<file path="config.mk">
export PLATFORM = sky130hd
export DESIGN_NAME = eth_rx_deframer
export DESIGN_NICKNAME = d
export VERILOG_FILES = /design/src/rtl/eth_rx_deframer.sv
export SDC_FILE = /design/constraint.sdc
export NUM_CORES = 1
export LEC_CHECK = 0
export BUFFER_PORTS_ARGS = -buffer_cell sky130_fd_sc_hd__buf_2
export CORE_UTILIZATION = 30
export CTS_BUF_LIST = sky130_fd_sc_hd__clkbuf_16
export CTS_CLUSTER_SIZE = 40
export DETAILED_ROUTE_END_ITERATION = 10
export PLACE_DENSITY = 0.56
export SLEW_MARGIN = 20
export SYNTH_ARGS = -nofsm -noshare
export SYNTH_HDL_FRONTEND = slang
export SYNTH_SLANG_ARGS = --single-unit
</file>
<file path="constraint.sdc">
create_clock -name rx_clk -period 3.34 [get_ports rx_clk]
set_clock_uncertainty 0.1 [all_clocks]
set_input_delay 0.501 -clock rx_clk [delete_from_list [all_inputs] [get_ports rx_clk]]
set_output_delay 0.501 -clock rx_clk [all_outputs]
set_load 0.01 [all_outputs]
</file>
<file path="src/rtl/eth_rx_deframer.sv">
// Ethernet receive deframer: strips preamble/SFD, filters on destination address,
// streams DA..payload with FCS removed and reports per-frame CRC/length/PHY-error status.
module eth_rx_deframer #(
   parameter logic [47:0] MAC_ADDR = 48'h020000000001,
   parameter bit          PROMISC  = 1'b0
) (
   input  logic        rx_clk,
   input  logic        rst_n,
   input  logic        rx_dv,
   input  logic        rx_er,
   input  logic [7:0]  rx_data,
   output logic [7:0]  m_data,
   output logic        m_valid,
   output logic        m_last,
   output logic        frame_done,
   output logic        frame_good,
   output logic [3:0]  frame_err,
   output logic [10:0] frame_len,
   output logic [15:0] cnt_good,
   output logic [15:0] cnt_bad,
   output logic [2:0]  dbg_state
);

   // Stream handshake: m_valid marks one m_data byte for exactly one cycle; there is
   // no ready, the sink accepts every byte. m_last tags the final byte of a frame.

   typedef enum logic [2:0] {
      ST_WAIT     = 3'd0,
      ST_IDLE     = 3'd1,
      ST_PREAMBLE = 3'd2,
      ST_DATA     = 3'd3,
      ST_DROP     = 3'd4
   } state_t;

   localparam logic [31:0] CRC_RESIDUE = 32'hDEBB20E3;

   state_t      state, state_nxt;
   logic [10:0] byte_cnt;
   logic [31:0] crc, crc_nxt;
   logic        er_seen;
   logic [7:0]  dl [4];
   logic [7:0]  pend;
   logic [47:0] da;
   logic        addr_ok;
   logic        take, sfd, eof, emit, emit_last, len_bad;
   logic [3:0]  err_nxt;

   function automatic logic [31:0] crc_byte(input logic [31:0] c, input logic [7:0] d);
      logic [31:0] r;
      r = c ^ {24'h0, d};
      for (int i = 0; i < 8; i++)
         r = r[0] ? ((r >> 1) ^ 32'hEDB88320) : (r >> 1);
      return r;
   endfunction

   // On the edge sampling byte 6, bytes 1..5 sit in pend and the delay line.
   assign da      = {pend, dl[3], dl[2], dl[1], dl[0], rx_data};
   assign addr_ok = (da == MAC_ADDR) || (da == 48'hFFFF_FFFF_FFFF) || da[40] || PROMISC;

   assign dbg_state = state;

   always_ff @(posedge rx_clk) begin
      if (!rst_n) state <= ST_WAIT;
      else        state <= state_nxt;
   end

   always_comb begin
      state_nxt = state;
      case (state)
         ST_WAIT, ST_DROP: if (!rx_dv) state_nxt = ST_IDLE;
         ST_IDLE: begin
            if (rx_dv) state_nxt = (rx_data == 8'h55) ? ST_PREAMBLE : ST_DROP;
         end
         ST_PREAMBLE: begin
            if (!rx_dv)                  state_nxt = ST_IDLE;
            else if (rx_er)              state_nxt = ST_DROP;
            else if (rx_data == 8'h55)   state_nxt = ST_PREAMBLE;
            else if (rx_data == 8'hD5)   state_nxt = ST_DATA;
            else                         state_nxt = ST_DROP;
         end
         ST_DATA: begin
            if (!rx_dv)                                 state_nxt = ST_IDLE;
            else if ((byte_cnt == 11'd5) && !addr_ok)   state_nxt = ST_DROP;
         end
         default: state_nxt = ST_WAIT;
      endcase
   end

   always_comb begin
      take      = (state == ST_DATA) && rx_dv;
      sfd       = (state == ST_PREAMBLE) && (state_nxt == ST_DATA);
      eof       = (state == ST_DATA) && !rx_dv;
      emit      = take && (byte_cnt >= 11'd5) && (state_nxt == ST_DATA);
      emit_last = eof && (byte_cnt >= 11'd6);
      crc_nxt   = crc_byte(crc, rx_data);
      len_bad   = (byte_cnt < 11'd64) || (byte_cnt > 11'd1518);
      err_nxt   = {1'b0, er_seen, len_bad, (crc != CRC_RESIDUE)};
   end

   always_ff @(posedge rx_clk) begin
      if (!rst_n) begin
         m_data     <= '0;
         m_valid    <= 1'b0;
         m_last     <= 1'b0;
         frame_done <= 1'b0;
         frame_good <= 1'b0;
         frame_err  <= '0;
         frame_len  <= '0;
         cnt_good   <= '0;
         cnt_bad    <= '0;
         byte_cnt   <= '0;
         crc        <= 32'hFFFF_FFFF;
         er_seen    <= 1'b0;
         dl[0]      <= '0;
         dl[1]      <= '0;
         dl[2]      <= '0;
         dl[3]      <= '0;
         pend       <= '0;
      end else begin
         m_valid    <= emit | emit_last;
         m_last     <= emit_last;
         frame_done <= eof;
         if (emit | emit_last) m_data <= pend;

         if (sfd) begin
            byte_cnt <= '0;
            crc      <= 32'hFFFF_FFFF;
            er_seen  <= 1'b0;
         end else if (take) begin
            if (byte_cnt != 11'h7FF) byte_cnt <= byte_cnt + 11'd1;
            crc   <= crc_nxt;
            if (rx_er) er_seen <= 1'b1;
            dl[0] <= rx_data;
            dl[1] <= dl[0];
            dl[2] <= dl[1];
            dl[3] <= dl[2];
            pend  <= dl[3];
         end

         if (eof) begin
            frame_good <= (err_nxt == 4'd0);
            frame_err  <= err_nxt;
            frame_len  <= byte_cnt;
            if (err_nxt == 4'd0) begin
               if (cnt_good != 16'hFFFF) cnt_good <= cnt_good + 16'd1;
            end else begin
               if (cnt_bad != 16'hFFFF) cnt_bad <= cnt_bad + 16'd1;
            end
         end
      end
   end

endmodule

</file>
==> flow_summary_export.csv, run 1 <==
group,metric,value,unit
die,start_util,30.9,%
die,die_y,152,µm
global_route,antenna_found_initial,1,
timing,rsz0062_at_grt,"no",
timing,max_freq,0.363,GHz
placement,gp_congestion,0.805,
timing,period_share,82.5,%
power_and_ir_drop,power.density,510,nW/µm²
cts,htree_levels,4,
cts,ctsResizeCount,0,
die,die_area,23200,µm²
cts,cts_tree,"built",
die,die_w,152,µm
route,drtIter0Drc,313,
global_route,grt_first_pass_wirelength,25500,µm
route,num_vias,5213,
yosys,synth_area_leaders,"dfxtp_1 (33%), edfxtp_1 (14%), xnor2_1 (7.1%)",
route,routed_via_density,4.90,
power_and_ir_drop,clkPwrFrac,50.4,%
route,ant_nets,0,
timing,setup_viol,0,
power_and_ir_drop,vdd_ir_drop_max,351,µV
yosys,synth_area,6780,µm²
cts,cts_buffers,17,
flow_run,maxCapViolCount,0,
yosys,synth_area_leader_cell,"dfxtp_1",
timing,drv_slew,0,
global_route,grt_max_degree,67,
cts,clk_path_buf_depth,2,
global_route,grtUsageTotal,13.9,%
yosys,yosys_warnings,0,
yosys,syn_nets,716,
yosys,yosys.area.top_type_share,33.4,%
outcome,status,"finished, violations left",
critical_path,end_kind,"flip-flop",
yosys,ys_ff_latch,145,
yosys,synth_common_cells,"dfxtp_1 (113), nand2_1 (89), xnor2_1 (55), and2_1 (38), a21oi_1 (35)",
finish,nNetsFinal,789,
critical_path,cp-start-kind,"flip-flop",
die,pin_count,74,
finish,drive_gt1_share,17.2,%
yosys,synth_edf_count,32,
power_and_ir_drop,intPower,3260,µW
yosys,syn_avg_cell_area,9.70,µm²
finish,antenna_cells,0,
outcome,failed_checks,"design-rule violations",
placement,port_buffers,72,
placement,dp_hpwl,10900,µm
yosys,synthCells,699,
die,coreArea,22000,µm²
timing,hold_ws,0.302,ns
yosys,yosys.cell_count.top_type,"dfxtp_1",
route,drc,11,
route,first_pass_iters,8,
cts,hold_buffers,0,
power_and_ir_drop,switching_share,21.2,%
timing,worst_pin_slew,0.769,ns
die,rows,54,
timing,fin_crit,2.76,ns
yosys,synth-async-reset-ratio,0,%
finish,area_growth,19.7,%
critical_path,crit_required,3.56,ns
critical_path,critPathMaxFanout,9,
global_route,grt_pass1_vias,4754,
timing,hold_viol,0,
route,met2WireLength,6720,µm
yosys,yosysSeqAreaShare,47.5,%
timing,relSlewSlack,48.4,%
route,wl,15600,µm
route,wl_met3,797,µm
yosys,synth_ff_type,"dfxtp_1",
route,wl_met1,7920,µm
critical_path,critPathArrivalTime,2.98,ns
route,post_drt_wl_per_cell,14.7,µm
timing,tns,0,ns
yosys,synthDistinctLibCells,68,
global_route,grt-ovfl-total,0,
finish,fillers,2232,
route,top_layer,"met5",
cts,clk_pin_slew,0.06,ns
worst_hold_path,hp-class,"in -> reg",
power_and_ir_drop,power.leakage,0.00325,µW
critical_path,criticalPathCategory,"reg -> reg",
cts,root_buffer,"clkbuf_16",
power_and_ir_drop,p_comb_share,5.8,%
cts,cts_setup_buffers,0,
power_and_ir_drop,p_switching,879,µW
cts,worstSkewPairLatency,0.43,ns
power_and_ir_drop,seqPwrFrac,43.8,%
cts,cts_sinks,145,
-- worst max-delay path: stages, from the launching register on --
cell and delay [ns]:
dfxtp_1 0.36, or4_1 0.56, nor2_2 0.19, nor4b_2 0.45
o311ai_1 0.27, o31a_1 0.48, and2_1 0.24
-- layout make-up --
cell class,instances,area [µm²],share of cell area [%]
flip-flops and latches,145,3220,39.7
repair buffers,91,503,6.20
multi-input cells,506,3360,41.4
clock inverters,13,191,2.36
clock buffers,18,450,5.55
well taps,280,350,4.32
inverters,11,41.3,0.509
-- registers in the layout, summed over array words and instances, names as in the netlist --
signal / count
crc: 32
dl: 32
cnt_bad: 16
cnt_good: 16
byte_cnt: 11
frame_len: 11
m_data: 8
pend: 8
dbg_state: 3
frame_err: 3
er_seen: 1
frame_done: 1
frame_good: 1
m_last: 1
m_valid: 1
-- cell usage in the layout (no fill, tap or decap), types with 29 or more instances in the layout --
master / count
dfxtp_1: 113
and2_1: 38
xnor2_1: 55
nor2_1: 33
edfxtp_1: 32
a21oi_1: 34
xor2_1: 29
buf_2: 72
nand2_1: 89
o211ai_1: 32
-- stage by stage --
step | cells | utilization, % | setup WS, ns | total power (µW) | area, µm²
detailed placement | 1033 | 34.0 | 0.274 | 2090 | 7470
global placement | 1033 | 34.0 | 0.315 | 2090 | 7470
CTS | 1064 | 37.0 | 0.526 | 4200 | 8120
finish | 1064 | 37.0 | 0.583 | 4140 | 8120
floorplan | 699 | - | 0.818 | 2020 | 6780
global route | 1064 | 37.0 | 0.357 | 4280 | 8120
-- worst paths after layout --
| kind | startpoint | to | slack, ns | cells after the start |
|---|---|---|---|---|
| max reg2reg | byte_cnt[6] | m_valid | 0.58 | 6 |
| min | rx_data[0] | dl[0][0] | 0.30 | 2 |
| min reg2reg | frame_len[6] | frame_len[6] | 0.35 | 2 |
| max | byte_cnt[6] | m_valid | 0.58 | 6 |
-- cell families after synthesis --
group / synth area share, %
adders and majority gates: 0.923
xor gates and xnor gates: 11.4
muxes: 2.07
AOI/OAI and AO/OA: 12.9
buffers and inverters: 3.06
DFF: 47.5
other: 0.0553
and+or+nand+nor: 22.0
-- power by group through the flow --
stage / Combinational [µW] / Clock (µW) / Sequential, µW
finish: 240 / 2090 / 1810
global route: 264 / 2200 / 1820
CTS: 243 / 2140 / 1810
detailed placement: 241 / 0 / 1850
global placement: 241 / 0 / 1850
floorplan: 176 / 0 / 1850
-- metal layers --
layer  global-route usage (%)  up-vias
met5                        0        -
met4                     4.52        2
met3                     3.84       13
met2                     20.5      113
met1                     19.5     2445
li1                         -     2640
(Power assumes the default switching activity.)
==> inputs of run 2 (changes only) <==
Settings changed: ABC_AREA set to 1.
Clock period 3.34 ns to 2.85 ns, I/O delays scaled along.
==> run 2 against run 1 <==
Net effect:
- critical path depth up 4
- largest cell class unchanged
- maximum frequency up 18%
- the flow now finishes without violations
- hold slack worse by 0.077 ns
- clock power up 8%
- synthesized cell count up 49%
- utilization down 1.1 points
- routed wire length up 30%
- sequential share of layout area down 4.0 points
- clock-buffer cell count unchanged
==> flow_summary_export.csv, run 2 <==
group,metric,value,unit
outcome,status,"complete, no violations",
flow_run,maxCapViolCount,0,
yosys,synth-async-reset-ratio,0,%
critical_path,end_kind,"flip-flop",
global_route,grt_max_degree,44,
finish,antenna_cells,0,
finish,drive_gt1_share,13.6,%
timing,rsz0062_at_grt,"no",
cts,cts_tree,"built",
cts,cts_buffers,17,
timing,relSlewSlack,57.5,%
placement,port_buffers,72,
finish,fillers,2671,
finish,layout_commonest_cell,"nand2_1",
die,pin_count,74,
global_route,grtUsageTotal,16.0,%
timing,hold_viol,0,
die,coreArea,25200,µm²
finish,final_cells,1455,
global_route,grt_first_pass_wirelength,33100,µm
yosys,synth_common_cells,"nand2_1 (204), nor2_1 (131), inv_1 (126), dfxtp_1 (113), nand3_1 (85)",
cts,ctsResizeCount,0,
die,die_area,26300,µm²
cts,root_buffer,"clkbuf_16",
route,wl,20300,µm
yosys,synth_ff_type,"dfxtp_1",
cts,clk_pin_slew,0.06,ns
yosys,yosys_warnings,0,
yosys,synth_edf_count,32,
timing,period_share,82.3,%
placement,gp_congestion,0.845,
die,start_util,30.5,%
yosys,yosys.cell_count.top_type,"nand2_1",
timing,max_freq,0.426,GHz
finish,reg_top3,"crc: 32 flops, dl: 32 flops",
yosys,yosysSeqAreaShare,41.9,%
die,die_w,162,µm
yosys,synth_area,7690,µm²
global_route,antenna_found_initial,0,
power_and_ir_drop,vdd_ir_drop_max,290,µV
timing,worst_pin_slew,0.634,ns
finish,area_growth,17.5,%
route,drtIter0Drc,530,
timing,tns,0,ns
placement,dp_cells,1423,
placement,dp_hpwl,14700,µm
critical_path,critPathMaxFanout,17,
cts,hold_buffers,0,
yosys,synthCells,1039,
cts,htree_levels,4,
route,routed_via_density,4.68,
finish,final_core_util,35.9,%
global_route,grt_pass1_vias,6413,
die,rows,58,
timing,drv_slew,0,
yosys,yosys.area.top_type_share,29.4,%
yosys,ys_ff_latch,145,
critical_path,cp-start-kind,"flip-flop",
yosys,synth_area_leader_cell,"dfxtp_1",
route,drc,0,
route,first_pass_iters,7,
route,num_vias,6803,
power_and_ir_drop,power.density,513,nW/µm²
route,post_drt_wl_per_cell,13.9,µm
critical_path,crit_required,3.06,ns
timing,setup_viol,0,
timing,fin_crit,2.35,ns
die,die_y,162,µm
cts,cts_sinks,145,
finish,nNetsFinal,1129,
cts,worstSkewPairLatency,0.42,ns
critical_path,critPathArrivalTime,2.56,ns
critical_path,criticalPathCategory,"reg -> reg",
power_and_ir_drop,power.leakage,0.00407,µW
finish,final_cell_mix,"nand2_1 (204), nor2_1 (130), inv_1 (128), dfxtp_1 (113), nand3_1 (85)",
yosys,synthDistinctLibCells,47,
cts,cts_setup_buffers,0,
global_route,grt-ovfl-total,0,
yosys,syn_nets,1056,
yosys,syn_avg_cell_area,7.40,µm²
yosys,synth_area_leaders,"dfxtp_1 (29%), edfxtp_1 (12%), nand2_1 (10%)",
route,ant_nets,0,
worst_hold_path,hp-class,"in -> reg",
cts,clk_path_buf_depth,2,
run 2: cell families after synthesis:
family | Yosys count | share of synthesized area, %
buf+inv | 166 | 8.59
other cells | 1 | 0.0487
flops | 145 | 41.9
simple gates | 511 | 29.6
compound gates | 126 | 8.67
xor+xnor | 85 | 10.4
fa+ha+maj | 5 | 0.813
run 2: worst paths after layout:
| kind | start | to | slack [ns] | cells after the start |
|---|---|---|---|---|
| max reg2reg | byte_cnt[0] | cnt_bad[1] | 0.50 | 10 |
| max | byte_cnt[0] | cnt_bad[1] | 0.50 | 10 |
| min | rst_n | cnt_bad[1] | 0.23 | 3 |
| min reg2reg | crc[18] | crc[18] | 0.38 | 2 |
run 2: layout make-up:
class,instances,area [µm²],share of cell area (%)
multi-input cells,728,3820,42.2
flip-flops and latches,145,3220,35.7
repair buffers,90,508,5.62
inverters,130,489,5.41
clock buffers,18,450,4.99
well taps,330,413,4.57
clock inverters,14,135,1.50
run 2: metal layers:
metal	vias to the layer above	track usage, %	part of all wire [%]
met4	0	4.16	0.93
met1	3149	20.7	48
li1	3509	-	-
met5	-	0	0
met2	128	26.8	47
met3	17	3.27	4.3
run 2: critical path: stages (launching register included):
cell and delay [ns]:
dfxtp_1 0.40, inv_1 0.12, nor2_1 0.20, inv_1 0.06, a21oi_1 0.15, o21ai_0 0.19
nand4_2 0.19, buf_4 0.24, nand3_2 0.33, nor2_1 0.19, nor2_1 0.06
run 2: where the power goes:
group	internal [µW]	switching (µW)
Clock	1340	918
Combinational	85.1	169
Sequential	2110	9.22
run 2: metrics by stage:
step	cell area [µm²]	setup WS (ns)	hold slack, ns	power (µW)
5_1_grt	9030	0.282	0.235	4800
3_3_place_gp	8450	0.463	0.359	2420
2_1_floorplan	7690	0.363	0.342	2350
6_report	9030	0.504	0.226	4630
3_5_place_dp	8450	0.473	0.366	2420
4_1_cts	9030	0.494	0.210	4700
